$ cat src/rtl/trans_sched_ipa_pkg.sv
// Shared types and default widths for the transfer command scheduler.
package trans_sched_ipa_pkg;

  localparam int DEF_NB_CORES     = 4;
  localparam int DEF_NB_TRANSFERS = 8;
  localparam int DEF_SID_W        = $clog2(DEF_NB_TRANSFERS);
  localparam int DEF_CID_W        = $clog2(DEF_NB_CORES);
  localparam int DEF_MAX_OUTST    = 4;
  localparam int DEF_CNT_W        = $clog2(DEF_MAX_OUTST + 1);

  typedef enum logic [1:0] {
    IDLE,
    ALLOC,
    ISSUE
  } state_t;

  typedef struct packed {
    logic [DEF_CID_W-1:0] cid;
    logic                 ele;
    logic                 ile;
    logic                 ble;
  } cmd_attr_t;

  function automatic int wrap_inc(input int idx, input int n);
    return (idx >= n - 1) ? 0 : idx + 1;
  endfunction

endpackage

$ cat src/rtl/trans_sched_rr_arb_ipa.sv
// Combinational round-robin picker with an optional high-priority class;
// both classes scan from the same pointer.
module trans_sched_rr_arb_ipa
  import trans_sched_ipa_pkg::*;
#(
  parameter int NB_CORES = DEF_NB_CORES,
  parameter int CID_W    = DEF_CID_W
) (
  input  logic [NB_CORES-1:0] elig,
  input  logic [NB_CORES-1:0] prio,
  input  logic [CID_W-1:0]    ptr,
  output logic [CID_W-1:0]    winner,
  output logic                valid
);

  logic             hi_found;
  logic             lo_found;
  logic [CID_W-1:0] hi_idx;
  logic [CID_W-1:0] lo_idx;
  int               idx;

  always_comb begin
    hi_found = 1'b0;
    lo_found = 1'b0;
    hi_idx   = '0;
    lo_idx   = '0;
    idx      = 0;
    for (int i = 0; i < NB_CORES; i++) begin
      idx = int'(ptr) + i;
      if (idx >= NB_CORES) idx = idx - NB_CORES;
      if (elig[idx] && prio[idx] && !hi_found) begin
        hi_found = 1'b1;
        hi_idx   = CID_W'(idx);
      end
      if (elig[idx] && !lo_found) begin
        lo_found = 1'b1;
        lo_idx   = CID_W'(idx);
      end
    end
    winner = hi_found ? hi_idx : lo_idx;
    valid  = lo_found;
  end

endmodule

$ cat src/rtl/trans_sched_ipa.sv
// Round-robin command scheduler: picks a core, fetches a SID, issues the command
// and tracks per-core in-flight counts. Define TRANS_SCHED_PRIO_EN for core_prio_i.
module trans_sched_ipa
  import trans_sched_ipa_pkg::*;
#(
  parameter int NB_CORES        = DEF_NB_CORES,
  parameter int NB_TRANSFERS    = DEF_NB_TRANSFERS,
  parameter int TRANS_SID_WIDTH = DEF_SID_W,
  parameter int TRANS_CID_WIDTH = DEF_CID_W,
  parameter int MAX_OUTST       = DEF_MAX_OUTST,
  parameter int CNT_WIDTH       = DEF_CNT_W
) (
  input  logic                                      clk_i,
  input  logic                                      rst_i,
  input  logic [NB_CORES-1:0]                       core_req_i,
  input  logic [NB_CORES-1:0]                       core_ele_i,
  input  logic [NB_CORES-1:0]                       core_ile_i,
  input  logic [NB_CORES-1:0]                       core_ble_i,
`ifdef TRANS_SCHED_PRIO_EN
  input  logic [NB_CORES-1:0]                       core_prio_i,
`endif
  output logic [NB_CORES-1:0]                       core_gnt_o,
  output logic [NB_CORES-1:0][TRANS_SID_WIDTH-1:0]  core_sid_o,
  output logic                                      alloc_req_o,
  input  logic                                      alloc_gnt_i,
  input  logic [TRANS_SID_WIDTH-1:0]                alloc_sid_i,
  output logic                                      cmd_req_o,
  input  logic                                      cmd_gnt_i,
  output logic [TRANS_SID_WIDTH-1:0]                cmd_sid_o,
  output logic [TRANS_CID_WIDTH-1:0]                cmd_cid_o,
  output logic                                      cmd_ele_o,
  output logic                                      cmd_ile_o,
  output logic                                      cmd_ble_o,
  input  logic [NB_TRANSFERS-1:0]                   term_sig_i,
  output logic [NB_CORES-1:0][CNT_WIDTH-1:0]        outst_cnt_o,
  output logic                                      busy_o
);

  localparam int DEC_W = $clog2(NB_TRANSFERS + 1);
  localparam int RAW_W = CNT_WIDTH + DEC_W + 2;

  state_t                                    state, state_nxt;
  logic [TRANS_CID_WIDTH-1:0]                rr_ptr;
  cmd_attr_t                                 attr_p0;
  logic [TRANS_SID_WIDTH-1:0]                sid_p1;
  logic [NB_TRANSFERS-1:0]                   owner_vld;
  logic [NB_TRANSFERS-1:0][TRANS_CID_WIDTH-1:0] owner_cid;
  logic [NB_CORES-1:0][CNT_WIDTH-1:0]        cnt;
  logic [NB_CORES-1:0]                       elig;
  logic [NB_CORES-1:0]                       prio;
  logic [TRANS_CID_WIDTH-1:0]                arb_winner;
  logic                                      arb_valid;
  logic                                      issue_fire;
  logic [NB_TRANSFERS-1:0]                   set_mask;
  logic [NB_TRANSFERS-1:0]                   term_hit;
  logic [NB_CORES-1:0][DEC_W-1:0]            dec;
  logic signed [RAW_W-1:0]                   cnt_raw [NB_CORES];
  logic [NB_CORES-1:0]                       cnt_err;

  function automatic logic [CNT_WIDTH-1:0] sat_cnt(input logic signed [RAW_W-1:0] raw);
    if (raw < 0) return '0;
    if (raw > RAW_W'(MAX_OUTST)) return CNT_WIDTH'(MAX_OUTST);
    return CNT_WIDTH'(raw);
  endfunction

`ifdef TRANS_SCHED_PRIO_EN
  assign prio = core_prio_i;
`else
  assign prio = '0;
`endif

  always_comb begin
    for (int c = 0; c < NB_CORES; c++)
      elig[c] = core_req_i[c] && (cnt[c] < CNT_WIDTH'(MAX_OUTST));
  end

  trans_sched_rr_arb_ipa #(
    .NB_CORES (NB_CORES),
    .CID_W    (TRANS_CID_WIDTH)
  ) u_arb (
    .elig   (elig),
    .prio   (prio),
    .ptr    (rr_ptr),
    .winner (arb_winner),
    .valid  (arb_valid)
  );

  always_comb begin
    state_nxt   = state;
    alloc_req_o = 1'b0;
    cmd_req_o   = 1'b0;
    issue_fire  = 1'b0;
    case (state)
      IDLE:  if (arb_valid) state_nxt = ALLOC;
      ALLOC: begin
        alloc_req_o = 1'b1;
        if (alloc_gnt_i) state_nxt = ISSUE;
      end
      ISSUE: begin
        cmd_req_o = 1'b1;
        if (cmd_gnt_i) begin
          issue_fire = 1'b1;
          state_nxt  = IDLE;
        end
      end
      default: state_nxt = IDLE;
    endcase
  end

  // A SID being written this cycle ignores its own term pulse (the write wins).
  always_comb begin
    for (int s = 0; s < NB_TRANSFERS; s++) begin
      set_mask[s] = issue_fire && (sid_p1 == TRANS_SID_WIDTH'(s));
      term_hit[s] = term_sig_i[s] && owner_vld[s] && !set_mask[s];
    end
    for (int c = 0; c < NB_CORES; c++) dec[c] = '0;
    for (int s = 0; s < NB_TRANSFERS; s++)
      if (term_hit[s]) dec[owner_cid[s]] = dec[owner_cid[s]] + DEC_W'(1);
    for (int c = 0; c < NB_CORES; c++) begin
      cnt_raw[c] = RAW_W'(cnt[c])
                 + RAW_W'(issue_fire && (attr_p0.cid == TRANS_CID_WIDTH'(c)))
                 - RAW_W'(dec[c]);
      cnt_err[c] = (cnt_raw[c] < 0) || (cnt_raw[c] > RAW_W'(MAX_OUTST));
    end
  end

  always_ff @(posedge clk_i) begin
    if (rst_i) begin
      state     <= IDLE;
      rr_ptr    <= '0;
      owner_vld <= '0;
      cnt       <= '0;
    end else begin
      state     <= state_nxt;
      owner_vld <= (owner_vld & ~term_hit) | set_mask;
      if (issue_fire)
        rr_ptr <= TRANS_CID_WIDTH'(wrap_inc(int'(attr_p0.cid), NB_CORES));
      for (int c = 0; c < NB_CORES; c++) cnt[c] <= sat_cnt(cnt_raw[c]);
    end
  end

  // Stage 0: winner attributes latched in IDLE; stage 1: SID latched in ALLOC.
  always_ff @(posedge clk_i) begin
    if (state == IDLE && arb_valid)
      attr_p0 <= '{cid: arb_winner, ele: core_ele_i[arb_winner],
                   ile: core_ile_i[arb_winner], ble: core_ble_i[arb_winner]};
    if (alloc_req_o && alloc_gnt_i) sid_p1 <= alloc_sid_i;
    if (issue_fire) owner_cid[sid_p1] <= attr_p0.cid;
  end

  assign cmd_sid_o = cmd_req_o ? sid_p1 : '0;
  assign cmd_cid_o = cmd_req_o ? attr_p0.cid : '0;
  assign cmd_ele_o = cmd_req_o && attr_p0.ele;
  assign cmd_ile_o = cmd_req_o && attr_p0.ile;
  assign cmd_ble_o = cmd_req_o && attr_p0.ble;

  always_comb begin
    for (int c = 0; c < NB_CORES; c++) begin
      core_gnt_o[c] = issue_fire && (attr_p0.cid == TRANS_CID_WIDTH'(c));
      core_sid_o[c] = core_gnt_o[c] ? sid_p1 : '0;
    end
  end

  assign outst_cnt_o = cnt;
  assign busy_o      = (state != IDLE) || (|cnt);

  a_cnt_range: assert property (@(posedge clk_i) disable iff (rst_i) cnt_err == '0);

  for (genvar c = 0; c < NB_CORES; c++) begin : g_hold
    a_req_hold: assert property (@(posedge clk_i) disable iff (rst_i)
      (core_req_i[c] && !core_gnt_o[c]) |=> core_req_i[c]);
  end

endmodule

$ cat config.mk
export PLATFORM = sky130hd
export DESIGN_NAME = trans_sched_ipa
export DESIGN_NICKNAME = d
export VERILOG_FILES = /design/src/rtl/trans_sched_ipa_pkg.sv /design/src/rtl/trans_sched_rr_arb_ipa.sv /design/src/rtl/trans_sched_ipa.sv
export SDC_FILE = /design/constraint.sdc
export NUM_CORES = 1
export LEC_CHECK = 0
export ABC_AREA = 1
export BUFFER_PORTS_ARGS = -buffer_cell sky130_fd_sc_hd__buf_2
export CORE_ASPECT_RATIO = 2
export CORE_MARGIN = 2
export CORE_UTILIZATION = 39
export DETAILED_ROUTE_END_ITERATION = 7
export PLACE_DENSITY_LB_ADDON = 0.08
export SYNTH_ARGS = -nofsm -noshare
export SYNTH_HDL_FRONTEND = slang
export SYNTH_HIERARCHICAL = 1
export SYNTH_SLANG_ARGS = --single-unit
$ cat constraint.sdc
create_clock -name clk_i -period 10.94 [get_ports clk_i]
set_input_delay 2.188 -clock clk_i [delete_from_list [all_inputs] [get_ports clk_i]]
set_output_delay 2.188 -clock clk_i [all_outputs]
set_load 0.01 [all_outputs]
# --- After elaboration in Yosys (flattened, before gate mapping) ---
# Index checks and enable logic that the tools add are counted.
totals:
  input_bits: 31
  output_inout_bits: 39
  reg_bits: 48
classes:
  order_cmp: 40
  bitwise_logic: 4
  addsub: 24
  reduce_logical: 77
  n_mux: 152
  eq_ne: 15
op_table:
  columns: ["operator", "n"]
  rows:
  - ["bitwise mux 16 bit", 8]
  - ["< comparator 32 x 4 -> 1 bit, second input constant", 4]
  - ["2-to-1 mux 16 bit", 8]
  - ["2-to-1 mux 32 bit", 4]
  - ["greater-or-equal comparator 32 x 4 -> 1 bit, second input constant", 3]
  - ["subtractor 32 x 4 -> 32 bit, second input constant", 3]
  - ["binary-select mux 4 bit (select 2 bit)", 8]
  - ["demux 4 bit (select 2 bit)", 8]
  - ["2-to-1 mux 4 bit", 16]
  - ["2-to-1 mux 3 bit", 21]
  - ["logical AND 1 bit", 56]
  - ["2-to-1 mux 1 bit", 51]
  - ["adder 4 x 1 -> 4 bit, second input constant", 8]
  - ["2-to-1 mux 2 bit", 15]
  - ["< comparator 2 x 3 -> 1 bit, second input constant", 9]
  - ["binary-select mux 1 bit (select 2 bit)", 11]
  - ["greater-than comparator 5 x 4 -> 1 bit, second input constant", 4]
  - ["< comparator 5 x 1 -> 1 bit, second input constant", 4]
  - ["subtractor 4 x 4 -> 5 bit", 4]
  - ["adder 3 x 1 -> 4 bit", 4]
  - ["bitwise AND 16 bit", 1]
  - ["greater-or-equal comparator 2 x 1 -> 1 bit, second input constant", 8]
  - ["zero test 1 bit", 14]
  - ["== test 3 bit, second input constant", 4]
  - ["other kinds (25)", 36]

# --- Depth between registers and ports, before layout ---
# Gate-level depths: netlist of the first run.
depth:
  word_depth: 49
  mapped_depth: 54
  mapped_depth_nobuf: 53

# --- By module ---
# The synthesis of the first run kept the hierarchy.
by_module_without_submodules:
  columns: ["module", "n_inst", "cells_each", "area_per_inst_um2", "seq_area_each_um2"]
  rows:
  - ["trans_sched_ipa", 1, 845, 5386.4, 1201.2]
  - ["trans_sched_rr_arb_ipa", 1, 102, 459.2, 0.0]

# --- Worst setup path before layout of the first run ---
# Ideal clock, no wire load.
synth_path:
  path_type: "input-to-reg"
  start: "in cmd_gnt_i"
  end: "reg cnt, in the netlist outst_cnt_o[1]"
  path_buffers: 0
  t_arrival_ns: 8.662
  required_time_ns: 10.876
  setup_slack_ns: 2.214
  cell_stages: 43
  path_cell_list: "nand3_2 nor2_4 nor2_4 nand3_2 nand3_2 nand3_2 nand2_1 o21ai_0 a221oi_1 ha_1 nand2_1 o21ai_1 o21ai_2 nor2_1 ha_1 inv_1 o21ai_0 o22ai_1 [7 not listed] a22o_1 a221oi_1 ha_1 nand2_1 o21ai_0 inv_1 a221oi_1 ha_1 xor2_1 o21ai_1 ha_1 ha_1 a21oi_1 nand2_1 xor2_1 a21oi_1 nand2_1 nor2_1"
synth_between:
  elab_chain_len: 48
  word_cells_on_any_way: 75
synth_lines:
  columns: ["element", "line_no", "rtl"]
  rows:
  - ["start, declared", "trans_sched_ipa.sv:28", "input logic cmd_gnt_i,"]
  - ["2-to-1 mux 1 bit (*)", "trans_sched_ipa.sv:101", "if (cmd_gnt_i) begin"]
  - ["2-to-1 mux 1 bit (*)", "trans_sched_ipa.sv:93", "case (state)"]
  - ["logical AND 1 bit", "trans_sched_ipa.sv:113", "set_mask[s] = issue_fire && (sid_p1 == TRANS_SID_WIDTH'(s));"]
  - ["zero test 1 bit", "trans_sched_ipa.sv:114", "term_hit[s] = term_sig_i[s] && owner_vld[s] && !set_mask[s];"]
  - ["logical AND 1 bit", "trans_sched_ipa.sv:114", null]
  - ["2-to-1 mux 16 bit", "trans_sched_ipa.sv:118", "if (term_hit[s]) dec[owner_cid[s]] = dec[owner_cid[s]] + DEC_W'(1);"]
  - ["binary-select mux 4 bit (select 2 bit)", "trans_sched_ipa.sv:118", null]
  - ["2-to-1 mux 4 bit (not written as such)", "trans_sched_ipa.sv:118", null]
  - ["[31 not listed]", null, null]
  - ["bitwise mux 16 bit", "trans_sched_ipa.sv:118", null]
  - ["2-to-1 mux 16 bit", "trans_sched_ipa.sv:118", null]
  - ["subtractor 4 x 4 -> 5 bit (*)", "trans_sched_ipa.sv:122", "- RAW_W'(dec[c]);"]
  - ["greater-than comparator 5 x 4 -> 1 bit", "trans_sched_ipa.sv:62", "if (raw > RAW_W'(MAX_OUTST)) return CNT_WIDTH'(MAX_OUTST);"]
  - ["2-to-1 mux 1 bit (2 in a row)", "trans_sched_ipa.sv:62", null]
  - ["2-to-1 mux 1 bit", "trans_sched_ipa.sv:128", "if (rst_i) begin"]
  - ["2-to-1 mux 3 bit", "trans_sched_ipa.sv:63", "return CNT_WIDTH'(raw);"]
  - ["2-to-1 mux 3 bit (*)", "trans_sched_ipa.sv:62", null]
  - ["end signal, assigned", "trans_sched_ipa.sv:132", "cnt <= '0;"]
  - ["end, declared", "trans_sched_ipa.sv:48", "logic [NB_CORES-1:0][CNT_WIDTH-1:0] cnt;"]
# Mark *: on every way between the ends. The rest lies on a longest branch, timed or not. The select of a mux whose other input is x is not followed.
# A chain may end at the register's enable or synchronous reset.

# --- Worst setup path after layout of the first run ---
layout_path:
  start: "in cmd_gnt_i"
  end: "reg cnt, in the netlist outst_cnt_o[0]"
# The elaborated chain is that of the path after synthesis.

==> results of run 1 <==
-- metal layers --
layer,vias up,part of all wire [%]
li1,3202,-
met1,2747,31
met2,149,60
met3,80,2.2
met4,0,7.0
met5,-,0
-- how the worst max path moves through the flow --
stage / startpoint / endpoint / slack, ps / cells after the start
4_1_cts: cmd_gnt_i / outst_cnt_o[1] / 1440 / 45
5_1_grt: cmd_gnt_i / outst_cnt_o[3] / 560 / 45
2_1_floorplan: cmd_gnt_i / outst_cnt_o[1] / 2210 / 43
3_3_place_gp: cmd_gnt_i / outst_cnt_o[1] / 1350 / 45
3_5_place_dp: cmd_gnt_i / outst_cnt_o[1] / 1150 / 45
6_report: cmd_gnt_i / outst_cnt_o[0] / 1300 / 45
-- logic make-up (layout without fill, tap and decap cells) --
logic type | count (synthesis) | in the layout | share of synthesized area (%)
adder cells (fa/ha/maj) | 42 | 42 | 9.50
XOR/XNOR | 9 | 9 | 1.35
AO/OA/AOI/OAI | 105 | 105 | 10.6
flip-flops | 48 | 48 | 20.5
multiplexers | 7 | 7 | 1.20
other | 1 | 8 | 0.0642
AND/OR/NAND/NOR | 570 | 570 | 45.6
buffers and inverters | 165 | 235 | 11.1
-- placed cells by master, fill, tap and decap left out, types with 5 or more instances in the layout --
cell type  instances
a21oi_1           25
buf_2             69
clkbuf_16          5
conb_1             8
dfxtp_1           24
edfxtp_1          24
ha_1              38
inv_1            145
inv_2             12
mux2i_1            7
nand2_1          265
nand2_2           26
nand3_1          117
nand3_2           12
nand4_1           13
nor2_1            96
nor2_2            11
nor2_4            11
nor4_1             7
o21ai_0           41
o21ai_1           14
o21ai_2            8
o22ai_1            6
xor2_1             5
-- metrics by stage --
stage / hold slack [ps] / area [sq um]
6_report: 474 / 6600
5_1_grt: 515 / 6600
4_1_cts: 472 / 6600
3_5_place_dp: 461 / 6410
3_3_place_gp: 454 / 6410
2_1_floorplan: 445 / 5870
-- registers in the layout, indices dropped and copies added, names as in the netlist --
name / count
attr_p0: 5
outst_cnt_o: 12
owner_cid: 16
owner_vld: 8
rr_ptr: 2
sid_p1: 3
state: 2
-- area by class of cell --
class	count	area (sq um)
Tap cell	195	244
Clock inverter	3	68.8
Fill cell	1679	8140
Inverter	158	596
Sequential cell	48	1200
Timing Repair Buffer	69	345
Multi-Input combinational cell	741	4020
Clock buffer	5	125
-- power breakdown --
group,internal (mW),switching [mW]
Sequential,0.222,0.0281
Combinational,0.0802,0.136
Clock,0.132,0.0735
Total,0.435,0.237
-- worst max-delay path: cells and delay by family --
family / cells / cell delay, ps
adder cells (fa/ha/maj): 8 / 2460
AO/OA/AOI/OAI: 16 / 2780
AND/OR/NAND/NOR: 16 / 1710
buffers and inverters: 3 / 290
XOR/XNOR: 2 / 460
==> results.sh, run 1 <==
export IMPL_status="finished clean"
export IMPL_synth_edf_count=24
export IMPL_synth_common_cells="nand2_1, inv_1, nand3_1"
export IMPL_synth_avg_cell_area_sq_um=6.17
export IMPL_yosys_warnings=6
export IMPL_antenna_found_initial=0
export IMPL_synth_most_common_cell="nand2_1"
export IMPL_finalSetupViolCount=0
export IMPL_drt_iter0_drc=180
export IMPL_grt_pass1_vias=6365
export IMPL_ys_seq_area_share_pct=20.5
export IMPL_cts_resized_gates=0
export IMPL_post_route_drc_count=0
export IMPL_pin_count=70
export IMPL_grt_max_degree=17
export IMPL_synthFlopType="edfxtp_1"
export IMPL_drv_slew=0
export IMPL_fin_crit_ps=9640
export IMPL_p_leak_nw=3.43
export IMPL_initial_utilization_pct=39.7
export IMPL_r2r_end="outst_cnt_o[0]"
export IMPL_ys_ff_latch=48
export IMPL_cp_max_fo=10
export IMPL_grt_pass1_wl_um=30400
export IMPL_final_util_pct=44.8
export IMPL_r2r_slack_ps=2620
export IMPL_hold_end="owner_vld[0]"
export IMPL_die_w_um=90.6
export IMPL_cts_sinks=48
export IMPL_final_cells=1219
export IMPL_synth_cell_type_count=44
export IMPL_cts_hold_buf=0
export IMPL_overflow=0
export IMPL_final_nets=1096
export IMPL_postRouteAntennaNets=0
export IMPL_clockRootBuffer="clkbuf_16"
export IMPL_globalRouteMet1Util_pct=18.9
export IMPL_rsz0062_at_grt="false"
export IMPL_clk_latency_ps=300
export IMPL_worstSetupStartpointType="input port"
export IMPL_wire_per_inst_um=15.6
export IMPL_netlist_top_cells_area="nand2_1, edfxtp_1, nand3_1"
export IMPL_synth_area_sq_um=5850
export IMPL_fmax_mhz=104
export IMPL_critPathSlowestCell="ha_1"
export IMPL_yosys_area_top_type="nand2_1"
export IMPL_end_kind="flop"
export IMPL_fin_ws_ps=1300
export IMPL_globalplace_congestion=1.01
export IMPL_vias=6178
export IMPL_clockBufferDepth=2
export IMPL_synth_top_cell_area_share_pct=17.0
export IMPL_n_antenna_cell=0
export IMPL_syn_inst=947
export IMPL_grt_util_met3_pct=1.62
export IMPL_clkTransAtPathRegs_ps=70
export IMPL_port_buffers=69
export IMPL_worst_ep_arrival_time_ps=9870
export IMPL_cts_tree="done"
export IMPL_path_class="in2reg"
export IMPL_die_h_um=177
export IMPL_rows=63
export IMPL_setup_tns_ps=0
export IMPL_fin_crit_sh_pct=88.1
export IMPL_reg2regPathDepth=45
export IMPL_drt_pass1_iter_count=7
export IMPL_r2r_start="sid_p1[2]"
export IMPL_htreeDepth=2
export IMPL_min_path_type="reg2reg"
export IMPL_track_usage_pct=24.2
export IMPL_layout_drive_gt1_share_pct=16.4
export IMPL_use_met2_pct=52.6
export IMPL_cp_required_ps=11170
export IMPL_grt_busiest_layer="met2"
export IMPL_cap_violations=0
export IMPL_ir_drop_mv=0.113
export IMPL_wl_um=19000
export IMPL_vias_per_cell=5.07
export IMPL_synthArstFlopShare_pct=0
export IMPL_crit_path_frequent_cell="ha_1"
export IMPL_pwr_density_cell_nw_per_um2=102
export IMPL_dp_cells=1211
export IMPL_die_area_sq_um=16000
export IMPL_syn2layout_area_growth_pct=12.9
export IMPL_whs_path_depth=2
export IMPL_hp_start="owner_vld[0]"
export IMPL_numCtsBuffers=5
export IMPL_hold_viol=0
export IMPL_slew_headroom_pct=47.4
export IMPL_crit_path_max_incr_delay_ps=360
export IMPL_core_area_sq_um=14700
export IMPL_hpwl_um=16500
export IMPL_p_total_mw=0.672
export IMPL_fin_skew_ps=6.04
export IMPL_post_cts_buffers=0
export IMPL_max_slew_worst_pin_slew_ps=781
export IMPL_place_ws_ps=1150
Note: power is estimated with default switching activity, not from simulation.
==> inputs of run 2 (changes only) <==
REMOVE_ABC_BUFFERS = 1   (was not set)
==> run 2 against run 1 <==
Against the previous run:
- critical path depth unchanged
- sequential share of layout area unchanged
- sequential power about the same
- global-route usage about the same
- register-to-register slack improved by 90 ps
- non-clock buffer count unchanged
- clock-buffer cell count unchanged
- via count increased by 0.65%
- first-iteration DRC count increased by 37%
- setup slack improved by 73 ps
- sequential cell count unchanged
- final area unchanged
==> results.sh, run 2 (synthesis gave the netlist of run 1 again) <==
export IMPL_status="finished clean"
export IMPL_cts_hold_buf=0
export IMPL_slew_headroom_pct=44.0
export IMPL_regMostFlops="owner_cid"
export IMPL_multi_input_area_sq_um=4020
export IMPL_hold_viol=0
export IMPL_die_w_um=90.6
export IMPL_syn2layout_area_growth_pct=12.9
export IMPL_globalplace_congestion=0.959
export IMPL_wire_per_inst_um=15.5
export IMPL_cp_max_fo=10
export IMPL_drt_pass1_iter_count=5
export IMPL_fillers=1717
export IMPL_cp_required_ps=11130
export IMPL_worst_ep_arrival_time_ps=9750
export IMPL_clockRootBuffer="clkbuf_16"
export IMPL_post_route_drc_count=0
export IMPL_grt_pass1_wl_um=30500
export IMPL_fin_crit_ps=9560
export IMPL_fmax_mhz=105
export IMPL_finalSetupViolCount=0
export IMPL_layout_drive_gt1_share_pct=16.4
export IMPL_layout_commonest_cell="nand2_1"
export IMPL_post_cts_buffers=0
export IMPL_vias_per_cell=5.10
export IMPL_clockBufferDepth=2
export IMPL_drt_iter0_drc=247
export IMPL_clk_latency_ps=290
export IMPL_hpwl_um=16400
export IMPL_numCtsBuffers=5
export IMPL_postRouteAntennaNets=0
export IMPL_port_buffers=69
export IMPL_end_kind="flop"
export IMPL_cts_sinks=48
export IMPL_antenna_found_initial=0
export IMPL_final_nets=1096
export IMPL_worstSetupStartpointType="input port"
export IMPL_critPathSlowestCell="ha_1"
export IMPL_n_antenna_cell=0
export IMPL_cts_tree="done"
export IMPL_clkTransAtPathRegs_ps=70
export IMPL_cts_resized_gates=0
export IMPL_initial_utilization_pct=39.7
export IMPL_place_ws_ps=1190
export IMPL_max_slew_worst_pin_slew_ps=833
export IMPL_crit_path_frequent_cell="ha_1"
export IMPL_vias=6218
export IMPL_largest_reg_flops=16
export IMPL_grt_pass1_vias=6471
export IMPL_fin_skew_ps=5.81
export IMPL_crit_path_max_incr_delay_ps=350
export IMPL_cap_violations=0
export IMPL_rsz0062_at_grt="false"
export IMPL_grt_max_degree=17
export IMPL_path_class="in2reg"
export IMPL_core_area_sq_um=14700
export IMPL_min_path_type="reg2reg"
export IMPL_fin_ws_ps=1380
export IMPL_mostFrequentLayoutCells="nand2_1, inv_1, nand3_1, nor2_1, buf_2"
export IMPL_pin_count=70
export IMPL_drv_slew=0
export IMPL_htreeDepth=2
export IMPL_die_area_sq_um=16000
export IMPL_path_buf_inv=5
export IMPL_p_leak_nw=3.43
export IMPL_fin_crit_sh_pct=87.4
export IMPL_track_usage_pct=24.2
export IMPL_rows=63
export IMPL_wl_um=18900
export IMPL_fin_hold_ws_ps=464
export IMPL_ir_drop_mv=0.0971
export IMPL_setup_tns_ps=0
export IMPL_pwr_density_cell_nw_per_um2=102
export IMPL_register_area_sq_um=1200
export IMPL_path_delay_family="compound AO/OA/AOI/OAI gates"
export IMPL_die_h_um=177
export IMPL_overflow=0
[run 2: cell counts in the layout (fill, tap and decap cells not counted)]
Identical to the previous run, type by type.
[run 2: layer usage]
metal,track usage [%],wire length [um],vias to the layer above
li1,-,-,3208
met1,19.2,5980,2770
met2,52.1,11200,161
met3,1.75,371,79
met4,17.4,1420,0
met5,0,0,-
[run 2: worst reg2reg max path, delay by kind of cell, from the launching register on]
kind                     cells  cell delay, ps
adder cells (fa/ha/maj)      8            2460
flip-flops                   1             470
buffers and inverters        5             620
AND/OR/NAND/NOR             13            1150
AO/OA/AOI/OAI               17            2990
XOR/XNOR                     2             420
[run 2: stage by stage]
stage	area (sq um)	util [%]	std cells	total power [mW]
6_report	6600	44.8	1219	0.673
4_1_cts	6600	44.8	1219	0.680
3_5_place_dp	6410	43.5	1211	0.474
3_3_place_gp	6410	43.5	1211	0.473
2_1_floorplan	5820	-	947	0.403
5_1_grt	6600	44.8	1219	0.719
[run 2: report_power, final]
group	leakage [nW]	internal [mW]	switching, mW
Clock	0.0944	0.132	0.0720
Sequential	0.416	0.222	0.0293
Combinational	2.92	0.0804	0.137
Total	3.43	0.435	0.238
[run 2: final timing paths]
| path | startpoint | endpoint | slack [ps] | depth (start not counted) |
|---|---|---|---|---|
| max reg2reg | sid_p1[2] | outst_cnt_o[11] | 2710 | 45 |
| max | cmd_gnt_i | outst_cnt_o[11] | 1380 | 45 |
| min reg2reg | owner_vld[0] | owner_vld[0] | 460 | 2 |
| min | owner_vld[0] | owner_vld[0] | 460 | 2 |
[run 2: area by class of cell]
cell class              count  area share [%]
multi-input cells         741            60.9
clock inverters             3            1.04
repair buffers             69            5.23
inverters                 158            9.02
clock buffers               5            1.90
well taps                 195            3.70
flip-flops and latches     48            18.2
==> inputs of run 3 (changes only) <==
CORE_MARGIN = not set   (was 2)
==> run 3 against run 2 <==
Against the previous run:
- routed wire length increased by 0.92%
- register-to-register slack improved by 40 ps
- final area unchanged
- setup slack got worse by 30 ps
- clock-buffer cell count unchanged
- sequential cell count unchanged
- combinational power about the same
- sequential share of layout area unchanged
- non-clock buffer count unchanged
- via count increased by 0.13%
==> results.sh, run 3 (synthesis gave the netlist of run 1 again) <==
export IMPL_htreeDepth=2
export IMPL_postRouteAntennaNets=0
export IMPL_ir_drop_mv=0.122
export IMPL_rows=63
export IMPL_status="finished clean"
export IMPL_wire_per_inst_um=15.7
export IMPL_path_class="in2reg"
export IMPL_pwr_share_comb_pct=32.2
export IMPL_clk_latency_ps=290
export IMPL_largest_reg_flops=16
export IMPL_fin_crit_sh_pct=87.7
export IMPL_worst_ep_arrival_time_ps=9780
export IMPL_crit_path_max_incr_delay_ps=360
export IMPL_internal_power_mw=0.435
export IMPL_cts_hold_buf=0
export IMPL_r2r_start="sid_p1[2]"
export IMPL_mostFrequentLayoutCells="nand2_1, inv_1, nand3_1, nor2_1, buf_2"
export IMPL_cap_violations=0
export IMPL_min_path_type="reg2reg"
export IMPL_cp_required_ps=11130
export IMPL_post_route_drc_count=0
export IMPL_drt_iter0_drc=217
export IMPL_fmax_mhz=104
export IMPL_track_usage_pct=26.3
export IMPL_core_area_sq_um=14700
export IMPL_grt_pass1_wl_um=30600
export IMPL_power_frac_clock_pct=30.2
export IMPL_wl_um=19100
export IMPL_hold_viol=0
export IMPL_overflow=0
export IMPL_fin_ws_ps=1350
export IMPL_rsz0062_at_grt="false"
export IMPL_die_h_um=175
export IMPL_layout_drive_gt1_share_pct=16.4
export IMPL_fin_crit_ps=9590
export IMPL_pwr_density_cell_nw_per_um2=102
export IMPL_cts_sinks=48
export IMPL_drt_pass1_iter_count=4
export IMPL_drv_slew=0
export IMPL_die_w_um=88.6
export IMPL_regMostFlops="owner_cid"
export IMPL_initial_utilization_pct=39.7
export IMPL_vias=6226
export IMPL_fin_skew_ps=3.15
export IMPL_place_ws_ps=1140
export IMPL_antenna_found_initial=0
export IMPL_p_sw_share_pct=35.2
export IMPL_setup_tns_ps=0
export IMPL_grt_max_degree=17
export IMPL_fin_hold_ws_ps=465
export IMPL_cp_max_fo=10
export IMPL_clockRootBuffer="clkbuf_16"
export IMPL_final_cells=1219
export IMPL_clockBufferDepth=2
export IMPL_port_buffers=69
export IMPL_r2r_end="outst_cnt_o[9]"
export IMPL_r2r_slack_ps=2750
export IMPL_p_leak_nw=3.43
export IMPL_finalSetupViolCount=0
export IMPL_final_nets=1096
export IMPL_crit_path_frequent_cell="ha_1"
export IMPL_cts_tree="done"
export IMPL_hpwl_um=16500
export IMPL_worstSetupStartpointType="input port"
export IMPL_p_total_mw=0.670
export IMPL_slew_headroom_pct=47.8
export IMPL_critPathSlowestCell="ha_1"
export IMPL_post_cts_buffers=0
export IMPL_cts_resized_gates=0
export IMPL_dp_cells=1211
export IMPL_critPathCapture="outst_cnt_o[9]"
export IMPL_numCtsBuffers=5
export IMPL_seqPwrFrac_pct=37.5
export IMPL_vias_per_cell=5.11
export IMPL_grt_pass1_vias=6388
export IMPL_pin_count=70
export IMPL_layout_commonest_cell="nand2_1"
export IMPL_crit_path_start="cmd_gnt_i"
export IMPL_globalplace_congestion=0.985
export IMPL_reg2regPathDepth=46
export IMPL_die_area_sq_um=15500
export IMPL_clkTransAtPathRegs_ps=70
export IMPL_n_antenna_cell=0
export IMPL_end_kind="flop"
export IMPL_syn2layout_area_growth_pct=12.9
export IMPL_fillers=1642
export IMPL_p_sw_mw=0.236
export IMPL_max_slew_worst_pin_slew_ps=775
## run 3: cell counts in the layout (fill, tap and decap cells not counted)
Identical to the previous run, type by type.
## run 3: power groups by stage
stage,clock network (mW),registers [mW],logic (mW)
5_1_grt,0.214,0.254,0.247
3_3_place_gp,0,0.257,0.215
4_1_cts,0.205,0.252,0.218
6_report,0.203,0.251,0.216
2_1_floorplan,0,0.245,0.158
3_5_place_dp,0,0.256,0.216
## run 3: worst max-delay path: cells and delay by family
kind                     cells  cell delay, ps
AND/OR/NAND/NOR             13            1290
buffers and inverters        3             270
XOR/XNOR                     2             510
adder cells (fa/ha/maj)      8            2470
AO/OA/AOI/OAI               18            3080
## run 3: final cells by class
cell class | instances | area, sq um | area share (%)
clock buffers | 5 | 125 | 1.90
clock inverters | 3 | 68.8 | 1.04
inverters | 158 | 596 | 9.02
multi-input cells | 741 | 4020 | 60.9
flip-flops and latches | 48 | 1200 | 18.2
well taps | 195 | 244 | 3.70
repair buffers | 69 | 345 | 5.23
## run 3: how the worst min path moves through the flow
stage	from	endpoint	cells past startpoint
after CTS	owner_vld[0]	owner_vld[0]	2
after detailed placement	owner_vld[0]	owner_vld[0]	2
after global routing	owner_vld[0]	owner_vld[0]	2
after global placement	owner_vld[0]	owner_vld[0]	2
final	owner_vld[0]	owner_vld[0]	2
after floorplan	owner_vld[0]	owner_vld[0]	2
## run 3: per-layer routing
metal	track usage, %	part of all wire [%]	vias up
li1	-	-	3209
met1	21.3	32	2789
met2	54.6	59	151
met3	2.08	1.9	77
met4	17.7	7.0	0
met5	0	0	-
## run 3: stage by stage
step | cell area (sq um) | utilization, %
2_1_floorplan | 5820 | -
3_3_place_gp | 6410 | 43.5
3_5_place_dp | 6410 | 43.5
4_1_cts | 6600 | 44.8
5_1_grt | 6600 | 44.8
6_report | 6600 | 44.8
